## src/rtl/riscv_ctrl_pkg.sv

```systemverilog
// Shared control encodings for the multicycle RV32I core: FSM states, opcodes
// and the mux/ALUOp select codes used by the main and ALU controllers.
package riscv_ctrl_pkg;

    typedef enum logic [3:0] {
        FETCH, DECODE, MEM_ADR, MEM_RD, MEM_WB, MEM_WR, EXEC_R, EXEC_I,
        ALU_WB, BRANCH, JAL, JALR, LINK, LUI
    } state_t;

    localparam logic [6:0] OP_LOAD   = 7'b0000011;
    localparam logic [6:0] OP_STORE  = 7'b0100011;
    localparam logic [6:0] OP_RTYPE  = 7'b0110011;
    localparam logic [6:0] OP_ITYPE  = 7'b0010011;
    localparam logic [6:0] OP_BRANCH = 7'b1100011;
    localparam logic [6:0] OP_JAL    = 7'b1101111;
    localparam logic [6:0] OP_JALR   = 7'b1100111;
    localparam logic [6:0] OP_LUI    = 7'b0110111;

    localparam logic [1:0] ALUOP_ADD   = 2'b00;
    localparam logic [1:0] ALUOP_SUB   = 2'b01;
    localparam logic [1:0] ALUOP_RTYPE = 2'b10;
    localparam logic [1:0] ALUOP_ITYPE = 2'b11;

    localparam logic [2:0] IMM_I = 3'b000;
    localparam logic [2:0] IMM_S = 3'b001;
    localparam logic [2:0] IMM_B = 3'b010;
    localparam logic [2:0] IMM_J = 3'b011;
    localparam logic [2:0] IMM_U = 3'b100;

    localparam logic [1:0] RES_ALUOUT = 2'b00;
    localparam logic [1:0] RES_MEM    = 2'b01;
    localparam logic [1:0] RES_ALURES = 2'b10;
    localparam logic [1:0] RES_IMM    = 2'b11;

    localparam logic [1:0] SRCA_PC    = 2'b00;
    localparam logic [1:0] SRCA_OLDPC = 2'b01;
    localparam logic [1:0] SRCA_RD1   = 2'b10;

    localparam logic [1:0] SRCB_RD2  = 2'b00;
    localparam logic [1:0] SRCB_IMM  = 2'b01;
    localparam logic [1:0] SRCB_FOUR = 2'b10;

    // Unsupported func3 codes fall through as not-taken rather than illegal.
    function automatic logic branch_taken(input logic [2:0] f3, input logic z,
                                          input logic n);
        case (f3)
            3'b000:  return z;
            3'b001:  return ~z;
            3'b100:  return n;
            3'b101:  return ~n;
            default: return 1'b0;
        endcase
    endfunction

endpackage

```

## src/rtl/imm_src_decoder.sv

```systemverilog
// Combinational opcode -> immediate-format select for the immediate generator.
module imm_src_decoder
    import riscv_ctrl_pkg::*;
(
    input  logic [6:0] op,
    output logic [2:0] imm_src
);

    always_comb begin
        case (op)
            OP_LOAD, OP_ITYPE, OP_JALR: imm_src = IMM_I;
            OP_STORE:                   imm_src = IMM_S;
            OP_BRANCH:                  imm_src = IMM_B;
            OP_JAL:                     imm_src = IMM_J;
            OP_LUI:                     imm_src = IMM_U;
            default:                    imm_src = IMM_I;
        endcase
    end

endmodule

```

## src/rtl/multicycle_main_controller.sv

```systemverilog
// Main control FSM of the multicycle RV32I core: sequences each instruction
// through fetch/decode/execute/memory/writeback and drives datapath controls.
module multicycle_main_controller
    import riscv_ctrl_pkg::*;
#(
    parameter state_t RESET_STATE = FETCH
) (
    input  logic       clk,
    input  logic       rst_n,
    input  logic [6:0] op,
    input  logic [2:0] func3,
    input  logic       zero,
    input  logic       neg,
    output logic       PCWrite,
    output logic       AdrSrc,
    output logic       MemWrite,
    output logic       IRWrite,
    output logic [1:0] ResultSrc,
    output logic [1:0] ALUSrcA,
    output logic [1:0] ALUSrcB,
    output logic [1:0] ALUOp,
    output logic [2:0] ImmSrc,
    output logic       RegWrite,
    output logic       illegal
);

    state_t     r_state;
    state_t     w_next;
    logic       w_pc_update;
    logic       w_branch;
    logic       w_adr_src;
    logic       w_mem_write;
    logic       w_ir_write;
    logic [1:0] w_result_src;
    logic [1:0] w_src_a;
    logic [1:0] w_src_b;
    logic [1:0] w_alu_op;
    logic       w_reg_write;
    logic       w_illegal;
    logic [2:0] w_imm_src;

    imm_src_decoder u_imm_src_decoder (
        .op      (op),
        .imm_src (w_imm_src)
    );

    always_ff @(posedge clk or negedge rst_n) begin
        if (!rst_n) r_state <= RESET_STATE;
        else        r_state <= w_next;
    end

    always_comb begin
        w_next = FETCH;
        case (r_state)
            FETCH:  w_next = DECODE;
            DECODE: begin
                case (op)
                    OP_LOAD, OP_STORE: w_next = MEM_ADR;
                    OP_RTYPE:          w_next = EXEC_R;
                    OP_ITYPE:          w_next = EXEC_I;
                    OP_BRANCH:         w_next = BRANCH;
                    OP_JAL:            w_next = JAL;
                    OP_JALR:           w_next = JALR;
                    OP_LUI:            w_next = LUI;
                    default:           w_next = FETCH;
                endcase
            end
            MEM_ADR: w_next = (op == OP_LOAD) ? MEM_RD : MEM_WR;
            MEM_RD:  w_next = MEM_WB;
            EXEC_R:  w_next = ALU_WB;
            EXEC_I:  w_next = ALU_WB;
            JAL:     w_next = LINK;
            JALR:    w_next = LINK;
            default: w_next = FETCH;
        endcase
    end

    always_comb begin
        w_pc_update  = 1'b0;
        w_branch     = 1'b0;
        w_adr_src    = 1'b0;
        w_mem_write  = 1'b0;
        w_ir_write   = 1'b0;
        w_result_src = RES_ALUOUT;
        w_src_a      = SRCA_PC;
        w_src_b      = SRCB_RD2;
        w_alu_op     = ALUOP_ADD;
        w_reg_write  = 1'b0;
        w_illegal    = 1'b0;
        case (r_state)
            FETCH: begin
                w_ir_write   = 1'b1;
                w_src_b      = SRCB_FOUR;
                w_result_src = RES_ALURES;
                w_pc_update  = 1'b1;
            end
            DECODE: begin
                w_src_a = SRCA_OLDPC;
                w_src_b = SRCB_IMM;
                case (op)
                    OP_LOAD, OP_STORE, OP_RTYPE, OP_ITYPE,
                    OP_BRANCH, OP_JAL, OP_JALR, OP_LUI: w_illegal = 1'b0;
                    default:                            w_illegal = 1'b1;
                endcase
            end
            MEM_ADR: begin
                w_src_a = SRCA_RD1;
                w_src_b = SRCB_IMM;
            end
            MEM_RD: w_adr_src = 1'b1;
            MEM_WB: begin
                w_result_src = RES_MEM;
                w_reg_write  = 1'b1;
            end
            MEM_WR: begin
                w_adr_src   = 1'b1;
                w_mem_write = 1'b1;
            end
            EXEC_R: begin
                w_src_a  = SRCA_RD1;
                w_alu_op = ALUOP_RTYPE;
            end
            EXEC_I: begin
                w_src_a  = SRCA_RD1;
                w_src_b  = SRCB_IMM;
                w_alu_op = ALUOP_ITYPE;
            end
            ALU_WB: w_reg_write = 1'b1;
            BRANCH: begin
                w_src_a  = SRCA_RD1;
                w_alu_op = ALUOP_SUB;
                w_branch = 1'b1;
            end
            JAL: w_pc_update = 1'b1;
            JALR: begin
                w_src_a      = SRCA_RD1;
                w_src_b      = SRCB_IMM;
                w_result_src = RES_ALURES;
                w_pc_update  = 1'b1;
            end
            LINK: begin
                w_src_a      = SRCA_OLDPC;
                w_src_b      = SRCB_FOUR;
                w_result_src = RES_ALURES;
                w_reg_write  = 1'b1;
            end
            LUI: begin
                w_result_src = RES_IMM;
                w_reg_write  = 1'b1;
            end
            default: ;
        endcase
    end

    // Outputs are forced idle while reset is held so an in-flight write aborts at once.
    assign PCWrite   = rst_n & (w_pc_update | (w_branch & branch_taken(func3, zero, neg)));
    assign AdrSrc    = rst_n & w_adr_src;
    assign MemWrite  = rst_n & w_mem_write;
    assign IRWrite   = rst_n & w_ir_write;
    assign ResultSrc = rst_n ? w_result_src : 2'b00;
    assign ALUSrcA   = rst_n ? w_src_a : 2'b00;
    assign ALUSrcB   = rst_n ? w_src_b : 2'b00;
    assign ALUOp     = rst_n ? w_alu_op : 2'b00;
    assign ImmSrc    = rst_n ? w_imm_src : 3'b000;
    assign RegWrite  = rst_n & w_reg_write;
    assign illegal   = rst_n & w_illegal;

endmodule
```

## config.mk

```make
export PLATFORM = sky130hd
export DESIGN_NAME = multicycle_main_controller
export DESIGN_NICKNAME = d
export VERILOG_FILES = /design/src/rtl/riscv_ctrl_pkg.sv /design/src/rtl/imm_src_decoder.sv /design/src/rtl/multicycle_main_controller.sv
export SDC_FILE = /design/constraint.sdc
export NUM_CORES = 1
export LEC_CHECK = 0
export BUFFER_PORTS_ARGS = -buffer_cell sky130_fd_sc_hd__buf_2
export CAP_MARGIN = 40
export CORE_MARGIN = 5
export CORE_UTILIZATION = 48
export DETAILED_ROUTE_END_ITERATION = 12
export GPL_TIMING_DRIVEN = 0
export HOLD_SLACK_MARGIN = 0.1
export PLACE_DENSITY_LB_ADDON = 0.12
export SLEW_MARGIN = 0
export SYNTH_ARGS = -nofsm -noshare
export SYNTH_HDL_FRONTEND = slang
export SYNTH_SLANG_ARGS = --single-unit
```

## constraint.sdc

```tcl
create_clock -name clk -period 2.1 [get_ports clk]
set_input_delay 0.105 -clock clk [delete_from_list [all_inputs] [get_ports clk]]
set_output_delay 0.105 -clock clk [all_outputs]
set_load 0.05 [all_outputs]
```

# Word level (Yosys, flattened, before mapping)

Cells that the tools add are included.

Bits in registers: 4
Latch bits: 0
RAM bits: 0
Bits in read-only memories: 0
Input port bits: 14
Output and inout port bits: 17
Word-level logic and storage cells: 71
Memories: 0

$add $sub $neg: 0
Multipliers: 0
Divide/modulo/power cells: 0
Order comparisons: 0
Equality and inequality tests: 24
Shifts and indexed selects: 0
Multiplexer cells: 22
Bitwise operators: 10
Reduce and logical (&&, ||, !) cells: 14

Operators with widths:

| operator             | count |
|---|---|
| $pmux W4 S7          | 1 |
| $eq A4 B4 Y1 const B | 6 |
| $pmux W4 S6          | 1 |
| $eq A7 B6 Y1 const B | 3 |
| $eq A7 B7 Y1 const B | 3 |
| $eq A4 B3 Y1 const B | 4 |
| $pmux W2 S3          | 2 |
| $pmux W3 S4          | 1 |
| $reduce_or A2 Y1     | 6 |
| $eq A4 B2 Y1 const B | 2 |
| $mux W1              | 8 |
| $mux W2              | 4 |
| $pmux W2 S2          | 2 |
| $reduce_or A4 Y1     | 2 |
| $reduce_or A8 Y1     | 1 |
| $and A1 B1 Y1        | 7 |
| $eq A7 B2 Y1 const B | 1 |
| $eq A7 B5 Y1 const B | 1 |
| $eq A3 B3 Y1 const B | 2 |
| $mux W3              | 2 |
| $reduce_or A3 Y1     | 2 |
| $reduce_or A5 Y1     | 1 |
| $eq A4 B1 Y1 const B | 1 |
| $logic_not A4 Y1     | 1 |
| 5 further kinds      | 6 |

# Depth between registers and ports, before layout

Gate-level depths: netlist of the first run.

Depth in word-level cells: 5
Gate-level depth with buffers: 4
Gate-level depth less buffers: 3

# Cells and area by module

Synthesis of the first run repeated with hierarchy kept, for this count alone.

Cell total of the unflattened synthesis: 93
Area total of the unflattened synthesis: 656.9 um^2

By module, submodules not included:

| module                     | times used | cells an instance | area an instance (um^2) | seq. area each (um^2) |
|---|---|---|---|---|
| multicycle_main_controller | 1          | 85                | 595.6                   | 100.1 |
| imm_src_decoder            | 1          | 8                 | 61.3                    | 0.0 |

# Worst setup path after synthesis of the first run

OpenSTA, ideal clock, no wires.

Kind: register to output
Start point: register r_state[3]
End point: output ResultSrc[0]
Arrival time: 2.342 ns
Path slack: -0.347 ns
Cell stages (with the launch flop): 4
Path buffers: 1
Path through: dfrtp_1 -> buf_2 -> nor2b_1 -> nor4b_1

Word-level cells in the longest chain between the ends: 4

RTL lines:

| what                                             | RTL line                          | text |
|---|---|---|
| start, declared                                  | multicycle_main_controller.sv:27  | `state_t r_state;` |
| start signal, assigned                           | multicycle_main_controller.sv:49  | `else r_state <= w_next;` |
| $eq A4 B4 Y1 or $logic_not A4 Y1 (tied branches) | multicycle_main_controller.sv:90  | `case (r_state)` |
| $reduce_or A3 Y1 (no line)                       | -                                 |  |
| $pmux W2 S3 *                                    | multicycle_main_controller.sv:90  |  |
| $mux W2 *                                        | multicycle_main_controller.sv:160 | `assign ResultSrc = rst_n ? w_result_src : 2'b00;` |
| end, declared                                    | multicycle_main_controller.sv:18  | `output logic [1:0] ResultSrc,` |

Every way passes the cells marked *; elsewhere a longest branch is shown, timed or not.

# Worst setup path in the final report of the first run

Start point: register r_state[3]
End point: output illegal

Word-level cells in the longest chain between the ends: 3

RTL lines:

| what          | RTL line                          | text |
|---|---|---|
| $eq A4 B1 Y1  | multicycle_main_controller.sv:90  |  |
| $mux W1       | multicycle_main_controller.sv:90  |  |
| $and A1 B1 Y1 | multicycle_main_controller.sv:166 | `assign illegal = rst_n & w_illegal;` |
| end, declared | multicycle_main_controller.sv:24  | `output logic illegal` |

Every way passes these cells.

==> impl_metrics.yaml, run 1 <==
critical_path:
  critPathTopFamily: "buffers and inverters"
  cp-start-kind: "flop"
  cpMostUsedCell: "buf_2"
  path_max_fanout: 10
  slowest_delay_ns: 0.42
  critPathBufInv: 2
  worstPathArrival_ns: 1.75
  path_class: "flop to output pin"
  end_kind: "output pin"
  reg2reg_depth: 3
  critPathRequiredTime_ns: 2.00
  crit_path_top_delay_cell: "dfrtp_1"
  crit_path_cell_trace: "buf_2, nor4b_1, o2111a_1, buf_2"
  cp.depth: 4
layout:
  drive_gt1_share_pct: 36.59
  register_area_sq_um: 100.1
  reg_top3: "r_state x4"
  fill_cells: 123
  synthToLayoutAreaGrowth_pct: 31.40
  antenna_cells: 0
  largest-register: "r_state"
  nNetsFinal: 139
  largest_reg_flops: 4
  multi_input_area_sq_um: 509.2
placement:
  port_buffers: 29
  dp_hpwl_microns: 1361
  gp_congestion: 0.8243
global_routing:
  met1_usage_pct: 22.12
  grt_pass1_vias: 691
  use_met2_pct: 29.95
  grt_pass1_wl_microns: 2787
  busiest_layer: "met2"
  grt_max_degree: 11
  grt.overflow.total: 0
  use_met3_pct: 3.906
  grtUsageTotal_pct: 17.40
  antenna_found_initial: 0
logic_synthesis:
  syn_avg_cell_area_sq_um: 7.174
  synthArstFlopShare_pct: 100.0
  synth_area_leader_cell: "dfrtp_1"
  synthMuxAreaShare_pct: 3.101
  ys_ff_latch: 4
  post-synth-top-count-cell: "nand2_1"
  synth_xor_area_share_pct: 4.070
  yosys_warnings: 0
  synthSimpleGateAreaFrac_pct: 50.00
  syn-cell-area_sq_um: 645.6
  syn_nets: 104
  synth_top_family_by_area: "simple AND/OR/NAND/NOR gates"
  synth-compound-area-share_pct: 20.74
  synthTopCellsByArea: "dfrtp_1, nand2b_1, nand2_1"
  synthDominantCellAreaShare_pct: 15.50
  synth_edf_count: 0
  netlist_instances: 90
  ys_types: 35
  synth_fa_ha_area_share_pct: 0
  ys_top_cells_by_count: "nand2_1, nand2b_1, nor2_1"
  synthFlopType: "dfrtp_1"
  ys_seq_area_share_pct: 15.50
floorplan:
  fp-row-count: 13
  dieHeight_microns: 46.68
  die_x_microns: 46.68
  io_pins: 31
  dieArea_sq_um: 2179
  core_sq_um: 1285
  start_util_pct: 50.24
power_and_ir_drop:
  p_per_area_nw_per_um2: 807.6
  leakagePower_uw: 0.0004108
  vdd_ir_drop_max_v: 0.0003686
sta:
  skew_ns: 0.002373
  relSlewSlack_pct: 67.49
  tightest_slew_ns: 0.4839
  fin_tns_setup_ns: 0
  maxSlewViolCount: 0
  rsz0062_at_grt: "false"
  hold_slack_ns: 0.1464
  clock.fmax_ghz: 0.5396
  setup_viol_count_final: 0
  finalCriticalPeriod_ns: 1.853
  finalHoldViolCount: 0
  min_period_over_period_pct: 88.25
cts:
  clockRootBuffer: "clkbuf_4"
  cts_setup_buffers: 0
  cts.repair.resized: 0
  cts_tree: "yes"
  cts_sinks: 4
  htreeDepth: 1
  cts_inserted_buffers: 3
  clk_pin_slew_ns: 0.04
  insertion_delay_ns: 0.24
  clock_tree.buffer_depth: 2
flow_run:
  maxCapViolations: 0
worst_hold_path:
  min_path_cells: 2
  hold_path_class: "input port to flop"
detailed_routing:
  routed_wl_microns: 1744
  wl_per_cell_microns: 12.64
  first_pass_iters: 4
  vias: 765
  vias_per_cell: 5.543
  drc: 0
  drt-initial-drc-count: 15
  ant_nets: 0
status:
  status: "finished, final reports clean"
## worst register-to-register path: cells and delay by family (launching register included)
family             cells  cell delay (ns)
DFF                    1             0.42
AOI/OAI and AO/OA      1             0.30
and+or+nand+nor        2             0.53
## where the power goes
group	switching, uW	internal [uW]	total [uW]	leakage [uW]
logic	317	160	478	0.000344
registers	17.9	89.7	108	0.0000534
clock network	35.6	64.2	99.8	0.0000138
total	371	314	685	0.000411
## cell families (layout without fill, tap and decap cells)
family / Yosys count / count (layout)
compound gates: 19 / 19
mux: 2 / 2
simple gates: 54 / 54
flops: 4 / 4
xor+xnor: 3 / 3
buf+inv: 8 / 41
## what timing repair did
item	4_1_cts	5_1_grt
hold buffers	1	0
setup endpoints to repair	0	0
hold endpoints to repair	4	0
## stage by stage
step                      cell area, sq um  instances  power, uW  utilization, %  setup slack (ns)
after global placement               815.8        134      582.2           63.49            0.4852
final                                848.3        138      685.1           66.02            0.2467
after global routing                 848.3        138      729.7           66.02           0.08934
after CTS                            848.3        138      686.5           66.02            0.2410
after detailed placement             815.8        134      584.6           63.49            0.5045
after floorplan                      651.9         90      482.0               -           0.02849
## placed cells by master, fill, tap and decap left out, types with 3 or more instances in the layout
cell,n
buf_2,33
nand2_1,10
nand2b_1,8
nor2_1,7
nor2b_1,5
nand3_1,5
nor3_1,5
a21oi_1,5
o21ai_0,4
dfrtp_1,4
clkbuf_4,3
## final timing paths
| kind | from | to | slack [ns] |
|---|---|---|---|
| worst max-delay path | r_state[3] | illegal | 0.25 |
| worst min-delay path | op[3] | r_state[0] | 0.15 |
| worst max register to register | r_state[3] | r_state[0] | 0.75 |
| worst min register to register | r_state[1] | r_state[0] | 0.67 |
| max in group asynchronous | rst_n | r_state[2] | 1.78 |
| min in group asynchronous | rst_n | r_state[1] | 0.20 |
## layout make-up
cell class,instances,share of cell area [%]
Buffer,6,4.130
Timing Repair Buffer,30,18.29
Multi-Input combinational cell,78,60.03
Tap cell,15,2.212
Inverter,2,0.8850
Sequential cell,4,11.80
Clock buffer,3,2.655
## per-layer routing
layer	vias to the layer above	wire, microns
met2	19	821
met4	0	0
met3	0	118
met5	-	0
li1	394	-
met1	352	803
No activity file was read; power rests on OpenSTA's default activity.
==> run 2: changes to the inputs <==
- CORE_UTILIZATION: 48 -> 45
- clock period: 2.1 -> 1.9 ns (I/O delays scaled with it)
==> run 2 against run 1 <==
Compared with the run above: global-route usage down 1.1 points; design area up 3.4%; critical path depth stayed put; combinational power grew 16%; flip-flop and latch count unchanged; worst hold slack lost 0.025 ns; non-clock buffer count did not move; first-iteration DRC count up 53%; critical endpoint is now ResultSrc[1].
==> impl_metrics.yaml, run 2 (synthesis gave the netlist of run 1 again) <==
status:
  status: "finished, final reports clean"
layout:
  register_area_sq_um: 100.1
  nNetsFinal: 139
  antenna_cells: 0
  drive_gt1_share_pct: 39.84
  final_common_cell: "buf_2"
  largest_reg_flops: 4
  fin_cells: 138
  multi_input_area_sq_um: 530.5
  fin_util_pct: 65.76
  layout_common_cells: "buf_2, nand2_1, nand2b_1, nor2_1, clkbuf_4"
  largest-register: "r_state"
  synthToLayoutAreaGrowth_pct: 35.85
  fill_cells: 118
  reg_top3: "r_state x4"
detailed_routing:
  wl_per_cell_microns: 12.70
  drc: 0
  routed_wl_microns: 1752
  vias: 745
  vias_per_cell: 5.399
  drt-initial-drc-count: 23
  first_pass_iters: 4
  ant_nets: 0
cts:
  cts_setup_buffers: 0
  cts_tree: "yes"
  clk_pin_slew_ns: 0.04
  insertion_delay_ns: 0.24
  clockRootBuffer: "clkbuf_4"
  cts_inserted_buffers: 3
  htreeDepth: 1
  cts_sinks: 4
  clock_tree.buffer_depth: 2
power_and_ir_drop:
  leakagePower_uw: 0.0004134
  power_uw: 782.5
  p_per_area_nw_per_um2: 892.1
  vdd_ir_drop_max_v: 0.0005930
critical_path:
  cp-start-kind: "flop"
  worstPathArrival_ns: 1.70
  r2r_end: "r_state[3]"
  reg2reg_slack_ns: 0.55
  path_max_fanout: 4
  critPathBufInv: 1
  slowest_delay_ns: 0.46
  path_class: "flop to output pin"
  end_kind: "output pin"
  critPathRequiredTime_ns: 1.80
  crit_path_top_delay_cell: "nor3_1"
  reg2reg_depth: 3
  critPathTopFamily: "simple AND/OR/NAND/NOR gates"
  crit_path_cell_trace: "nor3_1, a211o_1, and3_1, buf_2"
  rr_startpoint: "r_state[3]"
sta:
  setup_viol_count_final: 0
  finalCriticalPeriod_ns: 1.796
  min_period_over_period_pct: 94.52
  maxSlewViolCount: 0
  clock.fmax_ghz: 0.5569
  finalHoldViolCount: 0
  skew_ns: 0.006427
  rsz0062_at_grt: "true"
  tightest_slew_ns: 0.4935
  hold_slack_ns: 0.1211
  fin_ws_ns: 0.1042
  relSlewSlack_pct: 66.84
global_routing:
  grtUsageTotal_pct: 16.31
  use_met3_pct: 1.504
  busiest_layer: "met2"
  grt_max_degree: 11
  grt.overflow.total: 0
  antenna_found_initial: 0
  grt_pass1_wl_microns: 2670
  grt_pass1_vias: 613
  use_met2_pct: 26.12
  met1_usage_pct: 21.41
floorplan:
  core_sq_um: 1334
  start_util_pct: 48.41
  io_pins: 31
  dieHeight_microns: 47.88
  die_x_microns: 47.88
  fp-row-count: 13
  dieArea_sq_um: 2292
placement:
  gp_congestion: 0.8457
  pre_cts_ws_ns: 0.2679
  placed_cells: 134
  port_buffers: 29
  dp_hpwl_microns: 1399
worst_hold_path:
  min_path_cells: 2
  hp-start: "op[3]"
  min_to: "r_state[0]"
  hold_path_class: "input port to flop"
flow_run:
  maxCapViolations: 0
-- run 2: what timing repair did --
item / in CTS / in global routing
gates resized for setup: 0 / 6
hold buffers: 1 / 0
endpoints found under the hold margin: 4 / 0
setup endpoints to repair: 0 / 4
-- run 2: where the power goes --
group,leakage (uW),switching [uW],internal (uW)
Clock,0.0000138,38.3,70.9
Combinational,0.000346,362,191
Sequential,0.0000534,21.6,99.1
-- run 2: how the worst max path moves through the flow --
| stage | from | to | slack (ns) | cells past startpoint |
|---|---|---|---|---|
| after floorplan | op[2] | ImmSrc[0] | 0.04 | 3 |
| after global placement | r_state[3] | illegal | 0.29 | 4 |
| after detailed placement | r_state[3] | illegal | 0.27 | 4 |
| after CTS | r_state[1] | illegal | 0.008 | 4 |
| after global routing | r_state[3] | IRWrite | -0.005 | 4 |
| final | r_state[0] | ResultSrc[1] | 0.10 | 4 |
-- run 2: worst reg2reg max path: stages (launching register included) --
cell and delay [ns]:
dfrtp_1 0.44, nand2b_4 0.19, or3_4 0.35, o31ai_1 0.27
-- run 2: per-layer routing --
| metal | wire [microns] | part of all wire [%] |
|---|---|---|
| met5 | 0 | 0 |
| met4 | 32 | 1.8 |
| met1 | 758 | 43 |
| met2 | 807 | 46 |
| met3 | 153 | 8.7 |
-- run 2: per-stage QoR --
stage | setup TNS [ns] | cell area [sq um]
final | 0 | 877.1
after global placement | 0 | 820.8
after CTS | 0 | 853.3
after detailed placement | 0 | 820.8
after global routing | -0.008423 | 877.1
after floorplan | 0 | 656.9
-- run 2: final cells by class --
class | instances | share of cell area, %
Sequential cell | 4 | 11.41
Clock buffer | 3 | 2.568
Timing Repair Buffer | 30 | 18.54
Inverter | 2 | 0.8559
Multi-Input combinational cell | 78 | 60.49
Buffer | 6 | 3.994
Tap cell | 15 | 2.140
==> run 3: changes to the inputs <==
- ABC_AREA: not set -> 1
==> run 3 against run 2 <==
Compared with the run above: first-iteration DRC count up 4.3%; maximum frequency is 1.7% higher; synthesized cell count is 49% higher; clock power is 5% lower; global-route usage shrank 0.088 points; cell count up 33%; worst hold slack better by 0.13 ns; combinational power down 11%; non-clock buffer count down 4; critical path depth grew 2; setup slack better by 0.030 ns; core utilization is 5.2 points lower.
==> impl_metrics.yaml, run 3 <==
status:
  status: "finished, final reports clean"
sta:
  finalHoldViolCount: 0
  skew_ns: 0.001763
  clock.fmax_ghz: 0.5663
  min_period_over_period_pct: 92.94
  hold_slack_ns: 0.2494
  finalCriticalPeriod_ns: 1.766
  fin_tns_setup_ns: 0
  setup_viol_count_final: 0
  relSlewSlack_pct: 72.24
  tightest_slew_ns: 0.4164
  rsz0062_at_grt: "false"
  maxSlewViolCount: 0
logic_synthesis:
  syn_avg_cell_area_sq_um: 5.061
  yosys_warnings: 0
  synthDominantCellAreaShare_pct: 24.35
  syn-cell-area_sq_um: 678.2
  synth_area_leader_cell: "nand2_1"
  ys_top_cells_by_count: "nand2_1, nor2_1, inv_1, nand3_1, a21oi_1"
  ys_seq_area_share_pct: 14.76
  synthArstFlopShare_pct: 100.0
  netlist_instances: 134
  ys_types: 21
  syn_nets: 148
  synthTopCellsByArea: "nand2_1, nor2_1, dfrtp_1"
  synthFlopType: "dfrtp_1"
  synth_edf_count: 0
  ys_ff_latch: 4
  post-synth-top-count-cell: "nand2_1"
critical_path:
  end_kind: "output pin"
  critPathRequiredTime_ns: 1.80
  cp-start-kind: "input port"
  path_max_fanout: 10
  worstPathArrival_ns: 1.67
  path_class: "input port to output pin"
  reg2reg_depth: 6
cts:
  insertion_delay_ns: 0.23
  htreeDepth: 1
  clock_tree.buffer_depth: 2
  clk_pin_slew_ns: 0.04
  cts_inserted_buffers: 3
  cts_sinks: 4
  clockRootBuffer: "clkbuf_4"
  cts_tree: "yes"
  cts_setup_buffers: 0
layout:
  largest_reg_flops: 4
  drive_gt1_share_pct: 25.00
  largest-register: "r_state"
  nNetsFinal: 184
  antenna_cells: 0
  fin_util_pct: 60.54
  final_common_cell: "nand2_1"
  fill_cells: 155
  synthToLayoutAreaGrowth_pct: 31.37
  layout_common_cells: "nand2_1, buf_2, nor2_1, inv_1, nand3_1"
  reg_top3: "r_state x4"
floorplan:
  dieHeight_microns: 48.82
  io_pins: 31
  dieArea_sq_um: 2383
  fp-row-count: 14
  die_x_microns: 48.82
  core_sq_um: 1471
  start_util_pct: 46.09
detailed_routing:
  vias: 906
  vias_per_cell: 4.924
  first_pass_iters: 4
  ant_nets: 0
  routed_wl_microns: 1920
  drt-initial-drc-count: 24
  wl_per_cell_microns: 10.43
  drc: 0
global_routing:
  grt_pass1_vias: 808
  antenna_found_initial: 0
  grt.overflow.total: 0
  grt_max_degree: 11
  grtUsageTotal_pct: 16.23
  grt_pass1_wl_microns: 3174
power_and_ir_drop:
  leakagePower_uw: 0.0005553
  p_per_area_nw_per_um2: 809.2
  vdd_ir_drop_max_v: 0.0004263
placement:
  gp_congestion: 0.8757
  dp_hpwl_microns: 1574
  port_buffers: 30
worst_hold_path:
  hold_path_class: "input port to async pin"
flow_run:
  maxCapViolations: 0
==> run 3: cell types whose count changed after synthesis, moves of 4 or more <==
cell,delta
nor2b_1,-5
nand2_1,+34
inv_1,+19
buf_2,-4
nand3_1,+4
nand2b_1,-8
nor2_1,+20
==> run 3: final cells by class <==
| class | count | area, sq um | share of cell area [%] |
|---|---|---|---|
| clock buffer | 3 | 22.52 | 2.528 |
| tap | 16 | 20.02 | 2.247 |
| sequential | 4 | 100.1 | 11.24 |
| buffer | 1 | 3.754 | 0.4213 |
| multi-input combinational | 107 | 496.7 | 55.76 |
| timing repair buffer | 31 | 165.2 | 18.54 |
| inverter | 22 | 82.58 | 9.270 |
==> run 3: path summary, 6_finish.rpt <==
check | from | endpoint | slack (ns)
worst min-delay path | rst_n | r_state[0] | 0.25
min in group clk | op[3] | r_state[1] | 0.30
max in group asynchronous | rst_n | r_state[1] | 1.47
worst min register to register | r_state[1] | r_state[2] | 0.62
worst max register to register | r_state[3] | r_state[2] | 0.69
worst max-delay path | rst_n | ImmSrc[2] | 0.13
==> run 3: metrics by stage <==
| stage | total power [uW] | setup WS [ns] | std cells | instance area, sq um |
|---|---|---|---|---|
| final | 720.9 | 0.1342 | 184 | 890.9 |
| after global routing | 777.7 | 0.006456 | 184 | 890.9 |
| after CTS | 720.9 | 0.1006 | 184 | 885.9 |
| after detailed placement | 612.2 | 0.3757 | 180 | 853.3 |
| after global placement | 608.5 | 0.3991 | 180 | 853.3 |
| after floorplan | 507.2 | 0.03569 | 134 | 683.2 |
==> run 3: cells by family (layout without fill, tap and decap cells) <==
group	count (synthesis)	count (layout)	synth area share [%]
flops	4	4	14.76
simple gates	92	92	59.78
compound gates	15	15	12.73
buf+inv	23	57	12.73
==> run 3: critical path, stage by stage <==
cell,delay [ns]
dlygate4sd3_1,0.52
buf_2,0.23
inv_1,0.11
clkbuf_1,0.23
nor3_1,0.22
clkbuf_4,0.26
==> run 3: timing repair <==
action | in CTS | in global routing
resized for setup | 0 | 3
setup endpoints to repair | 0 | 2
hold buffers | 1 | 0
hold endpoints to repair | 4 | 0
==> run 3: power breakdown <==
| group | switching [uW] | total, uW | internal [uW] |
|---|---|---|---|
| sequential | 24.6 | 124 | 99.7 |
| clock | 33.1 | 104 | 70.5 |
| combinational | 361 | 493 | 132 |
==> run 3: routing by layer <==
metal  vias to the layer above  GRT usage (%)  wire length, microns
li1                        488              -                     -
met1                       384          16.73                   806
met2                        32          29.13                   949
met5                         -              0                     0
met3                         2          4.281                   148
met4                         0          8.969                    15
